==> src/rtl/fp_pkg.sv <==
// Shared FP32 field layout, FSM state encoding and special-value constants
// for the sequential single-precision subtractor.
package fp_pkg;

   localparam int SIGN_BIT = 31;
   localparam int EXP_MSB  = 30;
   localparam int EXP_LSB  = 23;
   localparam int MANT_W   = 23;
   localparam int EXP_BIAS = 127;
   localparam int EXP_MAX  = 255;

   localparam logic [31:0] FP_POS_ZERO = 32'h0000_0000;
   localparam logic [31:0] FP_POS_INF  = 32'h7F80_0000;

   typedef enum logic [2:0] {
      IDLE  = 3'd0,
      ALIGN = 3'd1,
      ARITH = 3'd2,
      NORM  = 3'd3,
      DONE  = 3'd4
   } state_t;

endpackage

==> src/rtl/fp_subtractor_seq_if.sv <==
// Operand (valid/ready) and result (valid/ready) channels of the FP subtractor.
// master = producer of operands and consumer of results; slave = the subtractor.
interface fp_subtractor_seq_if;

   logic        in_valid;
   logic        in_ready;
   logic [31:0] A;
   logic [31:0] B;
   logic        out_valid;
   logic        out_ready;
   logic [31:0] result;

   modport master (
      output in_valid, A, B, out_ready,
      input  in_ready, out_valid, result
   );

   modport slave (
      input  in_valid, A, B, out_ready,
      output in_ready, out_valid, result
   );

endinterface

==> src/rtl/fp_lzc.sv <==
// Combinational leading-zero counter; an all-zero input reports W.
module fp_lzc #(
   parameter int W = 28
) (
   input  logic [W-1:0]       value,
   output logic [$clog2(W):0] count
);

   localparam int CW = $clog2(W) + 1;

   // Later (higher) set bits overwrite earlier ones, so the MSB-most one wins.
   always_comb begin
      count = CW'(W);
      for (int i = 0; i < W; i++) begin
         if (value[i]) begin
            count = CW'(W - 1 - i);
         end
      end
   end

endmodule

==> src/rtl/fp_subtractor_seq.sv <==
// Multi-cycle IEEE-754 single-precision subtractor (A - B), truncating rounding,
// denormals flushed to zero, one operation in flight at a time.
module fp_subtractor_seq
   import fp_pkg::*;
#(
   parameter int GUARD_BITS = 3
) (
   input logic                clk,
   input logic                rst,
   fp_subtractor_seq_if.slave bus
);

   localparam int W   = 24 + GUARD_BITS + 1;
   localparam int LZW = $clog2(W) + 1;
   localparam logic [7:0]        SHIFT_LIMIT = 8'(24 + GUARD_BITS);
   localparam logic signed [9:0] EXP_MAX_S   = 10'(EXP_MAX);

   state_t      state_reg, state_next;
   logic [31:0] a_reg, b_reg, result_reg;
   logic [W-1:0] m_l_reg, m_s_reg, sum_reg;
   logic [7:0]  exp_l_reg;
   logic        a_ge_b_reg, sign_reg;
   logic        in_ready, out_valid;

   always_ff @(posedge clk) begin
      if (rst) state_reg <= IDLE;
      else     state_reg <= state_next;
   end

   always_comb begin
      state_next = state_reg;
      case (state_reg)
         IDLE:    if (bus.in_valid) state_next = ALIGN;
         ALIGN:   state_next = ARITH;
         ARITH:   state_next = NORM;
         NORM:    state_next = DONE;
         DONE:    if (bus.out_ready) state_next = IDLE;
         default: state_next = IDLE;
      endcase
   end

   always_comb begin
      in_ready  = (state_reg == IDLE);
      out_valid = (state_reg == DONE);
   end

   assign bus.in_ready  = in_ready;
   assign bus.out_valid = out_valid;
   assign bus.result    = result_reg;

   // Alignment: an exponent of zero makes the whole operand zero.
   logic [7:0]   exp_a, exp_b, exp_l, exp_s, exp_diff;
   logic [30:0]  key_a, key_b;
   logic [23:0]  sig_a, sig_b, sig_l, sig_s;
   logic         a_ge_b;
   logic [W-1:0] sig_l_ext, sig_s_ext, sig_s_shifted;

   always_comb begin
      exp_a         = a_reg[EXP_MSB:EXP_LSB];
      exp_b         = b_reg[EXP_MSB:EXP_LSB];
      key_a         = (exp_a == 8'd0) ? '0 : a_reg[EXP_MSB:0];
      key_b         = (exp_b == 8'd0) ? '0 : b_reg[EXP_MSB:0];
      sig_a         = (exp_a == 8'd0) ? '0 : {1'b1, a_reg[MANT_W-1:0]};
      sig_b         = (exp_b == 8'd0) ? '0 : {1'b1, b_reg[MANT_W-1:0]};
      a_ge_b        = (key_a >= key_b);
      sig_l         = a_ge_b ? sig_a : sig_b;
      sig_s         = a_ge_b ? sig_b : sig_a;
      exp_l         = a_ge_b ? exp_a : exp_b;
      exp_s         = a_ge_b ? exp_b : exp_a;
      exp_diff      = exp_l - exp_s;
      sig_l_ext     = {1'b0, sig_l, {GUARD_BITS{1'b0}}};
      sig_s_ext     = {1'b0, sig_s, {GUARD_BITS{1'b0}}};
      sig_s_shifted = (exp_diff >= SHIFT_LIMIT) ? '0 : (sig_s_ext >> exp_diff);
   end

   // Normalization of the raw sum; bit W-1 is the carry, bit W-2 the implicit one.
   logic [LZW-1:0]     lzc;
   logic [W-1:0]       norm_mag;
   logic signed [9:0]  exp_norm;
   logic [31:0]        norm_result;
   logic               unused_bits;

   fp_lzc #(.W(W)) u_lzc (
      .value (sum_reg),
      .count (lzc)
   );

   always_comb begin
      exp_norm = $signed({2'b00, exp_l_reg});
      if (sum_reg[W-1]) begin
         norm_mag = sum_reg >> 1;
         exp_norm = exp_norm + 10'sd1;
      end else begin
         norm_mag = sum_reg << (lzc - 1'b1);
         exp_norm = exp_norm - $signed(10'(lzc)) + 10'sd1;
      end
      if (sum_reg == '0)
         norm_result = FP_POS_ZERO;
      else if (exp_norm >= EXP_MAX_S)
         norm_result = {sign_reg, FP_POS_INF[30:0]};
      else if (exp_norm <= 10'sd0)
         norm_result = {sign_reg, 31'h0};
      else
         norm_result = {sign_reg, exp_norm[7:0], norm_mag[W-3 -: MANT_W]};
   end

   assign unused_bits = ^{norm_mag[W-1:W-2], norm_mag[GUARD_BITS-1:0]};

   always_ff @(posedge clk) begin
      if (rst) begin
         a_reg      <= '0;
         b_reg      <= '0;
         m_l_reg    <= '0;
         m_s_reg    <= '0;
         sum_reg    <= '0;
         exp_l_reg  <= '0;
         a_ge_b_reg <= 1'b0;
         sign_reg   <= 1'b0;
         result_reg <= FP_POS_ZERO;
      end else begin
         case (state_reg)
            IDLE: if (bus.in_valid) begin
               a_reg <= bus.A;
               b_reg <= bus.B;
            end
            ALIGN: begin
               m_l_reg    <= sig_l_ext;
               m_s_reg    <= sig_s_shifted;
               exp_l_reg  <= exp_l;
               a_ge_b_reg <= a_ge_b;
            end
            ARITH: begin
               // Equal signs mean the magnitudes really subtract.
               sum_reg  <= (a_reg[SIGN_BIT] == b_reg[SIGN_BIT]) ? (m_l_reg - m_s_reg)
                                                                : (m_l_reg + m_s_reg);
               sign_reg <= a_ge_b_reg ? a_reg[SIGN_BIT] : ~b_reg[SIGN_BIT];
            end
            NORM:    result_reg <= norm_result;
            default: ;
         endcase
      end
   end

endmodule

==> src/flat_wrapper.sv <==
// flat-port wrapper written by rule: the top's interface ports become plain ports
module fp_subtractor_seq_flat import fp_pkg::*;
#(
   parameter int GUARD_BITS = 3
)
  (clk, rst, bus_in_valid, bus_A, bus_B, bus_out_ready, bus_in_ready, bus_out_valid, bus_result);
  fp_subtractor_seq_if bus_i ();
  input logic clk;
  input logic rst;
  input wire logic [$bits(bus_i.in_valid)-1:0] bus_in_valid;
  input wire logic [$bits(bus_i.A)-1:0] bus_A;
  input wire logic [$bits(bus_i.B)-1:0] bus_B;
  input wire logic [$bits(bus_i.out_ready)-1:0] bus_out_ready;
  output wire logic [$bits(bus_i.in_ready)-1:0] bus_in_ready;
  output wire logic [$bits(bus_i.out_valid)-1:0] bus_out_valid;
  output wire logic [$bits(bus_i.result)-1:0] bus_result;
  assign bus_i.in_valid = bus_in_valid;
  assign bus_i.A = bus_A;
  assign bus_i.B = bus_B;
  assign bus_i.out_ready = bus_out_ready;
  assign bus_in_ready = bus_i.in_ready;
  assign bus_out_valid = bus_i.out_valid;
  assign bus_result = bus_i.result;
  fp_subtractor_seq #(.GUARD_BITS(GUARD_BITS)) u_core (.clk(clk), .rst(rst), .bus(bus_i));
endmodule
==> config.mk <==
export PLATFORM = sky130hd
export DESIGN_NAME = fp_subtractor_seq_flat
export DESIGN_NICKNAME = d
export VERILOG_FILES = /design/src/rtl/fp_pkg.sv /design/src/rtl/fp_subtractor_seq_if.sv /design/src/rtl/fp_lzc.sv /design/src/rtl/fp_subtractor_seq.sv /design/src/flat_wrapper.sv
export SDC_FILE = /design/constraint.sdc
export NUM_CORES = 1
export LEC_CHECK = 0
export ABC_AREA = 1
export BUFFER_PORTS_ARGS = -buffer_cell sky130_fd_sc_hd__buf_2
export CORE_ASPECT_RATIO = 0.6
export CORE_UTILIZATION = 55
export DETAILED_ROUTE_END_ITERATION = 10
export PLACE_DENSITY_LB_ADDON = 0.25
export SLEW_MARGIN = 20
export SYNTH_ARGS = -nofsm -noshare
export SYNTH_HDL_FRONTEND = slang
export SYNTH_SLANG_ARGS = --single-unit
==> constraint.sdc <==
create_clock -name clk -period 4.5 [get_ports clk]
set_input_delay 0.225 -clock clk [delete_from_list [all_inputs] [get_ports clk]]
set_output_delay 0.225 -clock clk [all_outputs]
set_load 0.005 [all_outputs]
==> run metrics, run 1 <==
first-pass GRT wire length=85.0 mm; TritonCTS buffer count=17; layout cells sized above 1=0.279; Top Ports=102; Mapped Cells=2,328; status=finished, violations left; Slowest-stage cell, CP=fa_2; dpl cell area=0.0161 mm²; std cell rows=45; Post-DRT Antenna Nets=0; total global routing track utilization=0.408; r2r startpoint=u_core.sum_reg[1]$_SDFFE_PP0N_; share of the synthesized area in the top cell type=0.261; max_cap viols=0; Hold EP=u_core.b_reg[21]$_SDFFE_PP0P_; Max Slew Vio Count=0; Root Buffer=clkbuf_16; dpl ws=-0.284 ns; worst reg-to-reg path cell count=52; clock-pin slew on the worst setup and hold paths=0.07 ns; hold slack=0.0275 ns; RSZ-0062 raised after global routing=true; Synth Register Bits=188; Setup-failing EPs final=56; Max FO, Critical Path=5; worst-margin pin slew=1.34 ns; htree depth=4; Worst Path Arrival=5.24 ns; TritonCTS clock tree=yes; die area=0.0269 mm²; Setup CP Type=register to register; Post-synth EDFFs=0; Layout area overhead=34.1%; Clock Sinks=188; Net Count, Synth=2,488; crit path buf inv count=7; deepest clock path buffer count=2; DIE WIDTH=211 µm; DRT iter0 DRCs=3,187; Static Leakage=8.76 nW; peak supply drop=0.000419 V; TNS Setup=-14.35 ns; routability-driven placement congestion ratio=1.02; Final Net Count=2,705; HPWL Detailed=41.5 mm; CP Capture Type=register; Slew Limit Headroom=0.0988; Hold Path Depth=3; pin count of the biggest net entering global routing=105; worst path required time=4.89 ns; CORE AREA=0.0255 mm²; delay-heaviest family, CP=simple AND/OR/NAND/NOR gates; Main synth FF type=dfxtp_1; R2R Path End=u_core.bus.result[11]$_SDFFE_PP0P_; FMAX=206 MHz; fin worst setup slack=-0.349 ns; commonest cells in the synthesized netlist=nand2_1 (517), nand3_1 (348), a21oi_1 (299), inv_1 (223); crit-path most repeated cell=nand2_1; PD cells=685 mW/mm²; Hold Violations, Final=0; Fin Clk Skew=0.0185 ns; Antenna Cells=0; Avg WL per Cell=21.4 µm; crit share post-route=1.08; worst hold path type=input pin to register; fin area=0.0194 mm²; antenna violations before repair=0; asr flop ratio synth=0; Routed WL=62.2 mm; sequential fraction of the synthesis area=0.261; grt ovf=0; Worst Setup SP=u_core.sum_reg[1]$_SDFFE_PP0N_; Vias/cell=6.33; die height=127 µm; Worst-Skew Late Latency=0.47 ns; PortBufs=101; most frequent cell after synthesis=nand2_1; number of iterations in the first detailed-routing pass=9; netlist area before placement=0.0144 mm²; Synth Area per Inst=6.20 µm²; Distinct cells, synth=53; Crit path largest cell delay=0.56 ns; area leader, netlist=dfxtp_1; min-delay src=bus_B[21]; Initial Util=0.566; startpoint types=register; via count=18,400; Period minus WS final=4.85 ns; Synth Warn #=0; violated checks=negative setup slack; vias in the first global route=15,288; Residual DRC=0; top post-synthesis cells by area=dfxtp_1 (26%), nand2_1 (13%), nand3_1 (12%), a21oi_1 (10%), ha_1 (7.8%); R2R setup slack=-0.35 ns
## what timing repair did
action / in CTS / in global routing
setup endpoints to repair: 56 / 59
setup buffers: 26 / 40
hold buffers: 0 / 0
cloned: 6 / 5
resized for setup: 63 / 371
pin swaps: 41 / 142
## per-layer routing
layer	global-route usage	part of all wire	wire (µm)
met3	0.157	0.16	9850
met4	0.0835	0.031	1940
met1	0.616	0.42	26100
met5	0.0181	0.0011	67
met2	0.532	0.39	24300
## report_power, final
part | internal (mW) | total [mW] | switching (mW) | leakage (nW)
logic | 3.32 | 9.74 | 6.42 | 6.93
registers | 1.80 | 1.90 | 0.104 | 1.54
clock network | 0.864 | 1.62 | 0.759 | 0.292
## layout make-up
cell class / instances / area [µm²]
clock buffer: 19 / 453
timing repair inverter: 4 / 60.1
sequential: 188 / 3770
clock inverter: 12 / 153
timing repair buffer: 337 / 2650
multi-input combinational: 1762 / 10900
tap: 352 / 440
inverter: 235 / 900
fill: 1783 / 6140
## how the worst max path moves through the flow
stage	endpoint	slack (ns)	depth (start not counted)
after floorplan	u_core.bus.result[21]$_SDFFE_PP0P_	-0.02	59
after CTS	u_core.bus.result[23]$_SDFFE_PP0P_	-0.22	56
after detailed placement	u_core.bus.result[8]$_SDFFE_PP0P_	-0.28	58
after global routing	u_core.bus.result[22]$_SDFFE_PP0P_	-0.84	58
after global placement	u_core.bus.result[10]$_SDFFE_PP0P_	-0.23	57
final	u_core.bus.result[11]$_SDFFE_PP0P_	-0.35	52
## kinds of logic (layout without fill, tap and decap cells)
kind of cell             count (synthesis)  in the layout  synth area share
flip-flops                             188            188             0.261
buffers and inverters                  378            607             0.106
XOR/XNOR                                38             38            0.0236
AO/OA/AOI/OAI                          570            570             0.211
AND/OR/NAND/NOR                       1059           1059             0.316
adder cells (fa/ha/maj)                 92             92            0.0808
multiplexers                             3              3           0.00208
## per-stage QoR
| stage | utilization | std cells | power, mW |
|---|---|---|---|
| floorplan | - | 2328 | 6.62 |
| global placement | 0.633 | 2805 | 8.95 |
| detailed placement | 0.633 | 2805 | 8.99 |
| CTS | 0.678 | 2867 | 11.0 |
| global route | 0.759 | 2909 | 13.8 |
| finish | 0.759 | 2909 | 13.3 |
## layout by cell type, fill, tap and decap left out, types with 5 or more instances in the layout
master / count
nor2_1: 113
a21oi_4: 5
clkbuf_16: 20
ha_1: 82
buf_2: 101
buf_12: 15
nand2_4: 17
nand3_2: 75
nor2_2: 16
nor2_4: 14
o31ai_1: 5
ha_4: 7
nand2_2: 42
o21ai_1: 18
buf_4: 197
nand4_1: 24
a21oi_2: 46
o21ai_0: 169
a21boi_1: 6
o21bai_1: 7
nand3_4: 45
buf_6: 15
o211ai_1: 12
xor2_1: 30
a31oi_1: 9
nand3_1: 232
nand2_1: 460
dfxtp_1: 180
nor3_1: 9
a21oi_1: 250
o21ai_2: 16
dfxtp_2: 8
inv_2: 18
inv_1: 211
## worst register-to-register path: cells and delay by family, from the launching register on
family	cells	cell delay [ns]
AND/OR/NAND/NOR	40	2.81
flip-flops	1	0.33
buffers and inverters	7	0.53
AO/OA/AOI/OAI	3	0.46
adder cells (fa/ha/maj)	2	0.68
Note: power is estimated with default switching activity, not from simulation.
==> run 2, diff against run 1 <==
--- a/config.mk
+++ b/config.mk
@@ -15,3 +15,4 @@
 export SYNTH_ARGS = -nofsm -noshare
 export SYNTH_HDL_FRONTEND = slang
 export SYNTH_SLANG_ARGS = --single-unit
+export TNS_END_PERCENT = 1
==> constraint.sdc (replaced) <==
create_clock -name clk -period 4.5 [get_ports clk]
set_input_delay 0.225 -clock clk [delete_from_list [all_inputs] [get_ports clk]]
set_output_delay 0.225 -clock clk [all_outputs]
set_load 0.02 [all_outputs]
==> run 2 against run 1 <==
  * The flow still finishes with violations (negative setup slack)
  * Largest power group unchanged
  * Cell area is 12% lower
  * Maximum frequency grew 0.48%
  * Global-route usage is 1.9 points lower
  * Sequential share of layout area rose by 2.6 points
  * Final cell count down 2.0%
  * Clock power down 5%
  * Critical path depth is 1 lower
  * Hold slack lost 0.0037 ns
  * Critical endpoint is now u_core.bus.result[8]$_SDFFE_PP0P_
  * Via count is 8.8% lower
  * Largest cell class unchanged
==> run metrics, run 2 (synthesized netlist as in run 1, its figures left out) <==
Root Buffer=clkbuf_16; Clock Sinks=188; DIE WIDTH=211 µm; Max FO, Critical Path=20; worst hold path type=input pin to register; most frequent cells in the layout=nand2_1 (506), nand3_1 (324), a21oi_1 (292), inv_1 (220); fin area=0.0170 mm²; via count=16,773; Worst-Skew Late Latency=0.47 ns; max_cap viols=0; Slowest-stage cell, CP=fa_1; Crit path largest cell delay=0.40 ns; hold slack=0.0238 ns; Period minus WS final=4.83 ns; Avg WL per Cell=18.4 µm; dpl ws=-0.235 ns; RSZ-0062 raised after global routing=true; Residual DRC=0; number of iterations in the first detailed-routing pass=6; crit path buf inv count=7; Tot Pwr=11.2 mW; dpl cell area=0.0162 mm²; Top Ports=102; layout cells sized above 1=0.165; pin count of the biggest net entering global routing=108; first-pass GRT wire length=81.2 mm; Fin Clk Skew=0.0104 ns; die area=0.0269 mm²; delay-heaviest family, CP=simple AND/OR/NAND/NOR gates; routability-driven placement congestion ratio=1.06; fin worst setup slack=-0.326 ns; deepest clock path buffer count=2; Layout area overhead=18.0%; Hold Violations, Final=0; Vias/cell=5.88; status=finished, violations left; startpoint types=register; DRT iter0 DRCs=2,568; CP Capture Type=register; grt ovf=0; worst-margin pin slew=1.10 ns; Post-DRT Antenna Nets=0; Static Leakage=8.05 nW; Routed WL=52.6 mm; Slew Limit Headroom=0.264; Final Net Count=2,644; peak supply drop=0.000603 V; Max Slew Vio Count=0; DP Cell Count=2,816; r2r startpoint=u_core.sum_reg[1]$_SDFFE_PP0N_; worst path required time=4.85 ns; TNS Setup=-7.59 ns; HPWL Detailed=41.0 mm; std cell rows=45; PD cells=655 mW/mm²; clock-pin slew on the worst setup and hold paths=0.08 ns; min-delay src=bus_B[12]; Setup-failing EPs final=33; FMAX=207 MHz; antenna violations before repair=0; crit-path most repeated cell=nand2_1; Initial Util=0.566; Non-Filler Instances=2,851; Setup CP Type=register to register; Worst Path Arrival=5.17 ns; die height=127 µm; commonest non-fill, non-tap cell in the layout=nand2_1; crit share post-route=1.07; total global routing track utilization=0.389; htree depth=4; TritonCTS clock tree=yes; vias in the first global route=14,369; final core occ=0.668; TritonCTS buffer count=17; Worst Setup SP=u_core.sum_reg[1]$_SDFFE_PP0N_; CORE AREA=0.0255 mm²; PortBufs=101; layout filler cell count=2,362; violated checks=negative setup slack
run 2: cell count changes in the layout (fill, tap and decap cells not counted), moves of 24 or more:
cell	change
nand3_1	+92
nand2_2	-29
a21oi_1	+42
a21oi_2	-37
buf_4	-24
nand3_2	-49
nand3_4	-43
nand2_1	+46
run 2: what timing repair did:
| item | 4_1_cts | 5_1_grt |
|---|---|---|
| hold buffers | 0 | 0 |
| gates resized for setup | 13 | 56 |
| buffers inserted | 0 | 1 |
| pin swaps | 4 | 13 |
| endpoints found under the setup margin | 56 | 59 |
run 2: worst paths after layout:
kind         cells past startpoint                           endpoint  slack [ns]
max reg2reg                     51  u_core.bus.result[8]$_SDFFE_PP0P_       -0.33
min reg2reg                      2       u_core.a_reg[8]$_SDFFE_PP0P_        0.46
min                              3      u_core.b_reg[12]$_SDFFE_PP0P_        0.02
max                             51  u_core.bus.result[8]$_SDFFE_PP0P_       -0.33
run 2: final cells by class:
type / count / area [µm²] / area share
Multi-Input combinational cell: 1762 / 9430 / 0.553
Sequential cell: 188 / 3770 / 0.221
Timing Repair Buffer: 280 / 1930 / 0.113
Inverter: 235 / 895 / 0.0525
Tap cell: 352 / 440 / 0.0258
Clock buffer: 17 / 425 / 0.0250
Clock inverter: 15 / 151 / 0.00888
Antenna cell: 2 / 5.00 / 0.000294
run 2: routing by layer:
| layer | global-route usage | share of wire | vias up |
|---|---|---|---|
| li1 | - | - | 8102 |
| met1 | 0.599 | 0.47 | 7745 |
| met4 | 0.0546 | 0.0075 | 0 |
| met2 | 0.495 | 0.37 | 884 |
| met3 | 0.161 | 0.15 | 42 |
| met5 | 0 | 0 | - |
run 2: power by group:
group          leakage (nW)  switching, mW  total, mW  internal [mW]
logic                  6.23           5.22       7.73           2.50
registers              1.53         0.0954       1.89           1.80
clock network         0.282          0.798       1.54          0.740
run 2: worst reg2reg max path, delay by kind of cell, from the launching register on:
kind	cells	cell delay [ns]
compound gates	4	0.59
xor+xnor	1	0.19
fa+ha+maj	2	0.53
buf+inv	7	0.63
flops	1	0.32
simple gates	37	2.45
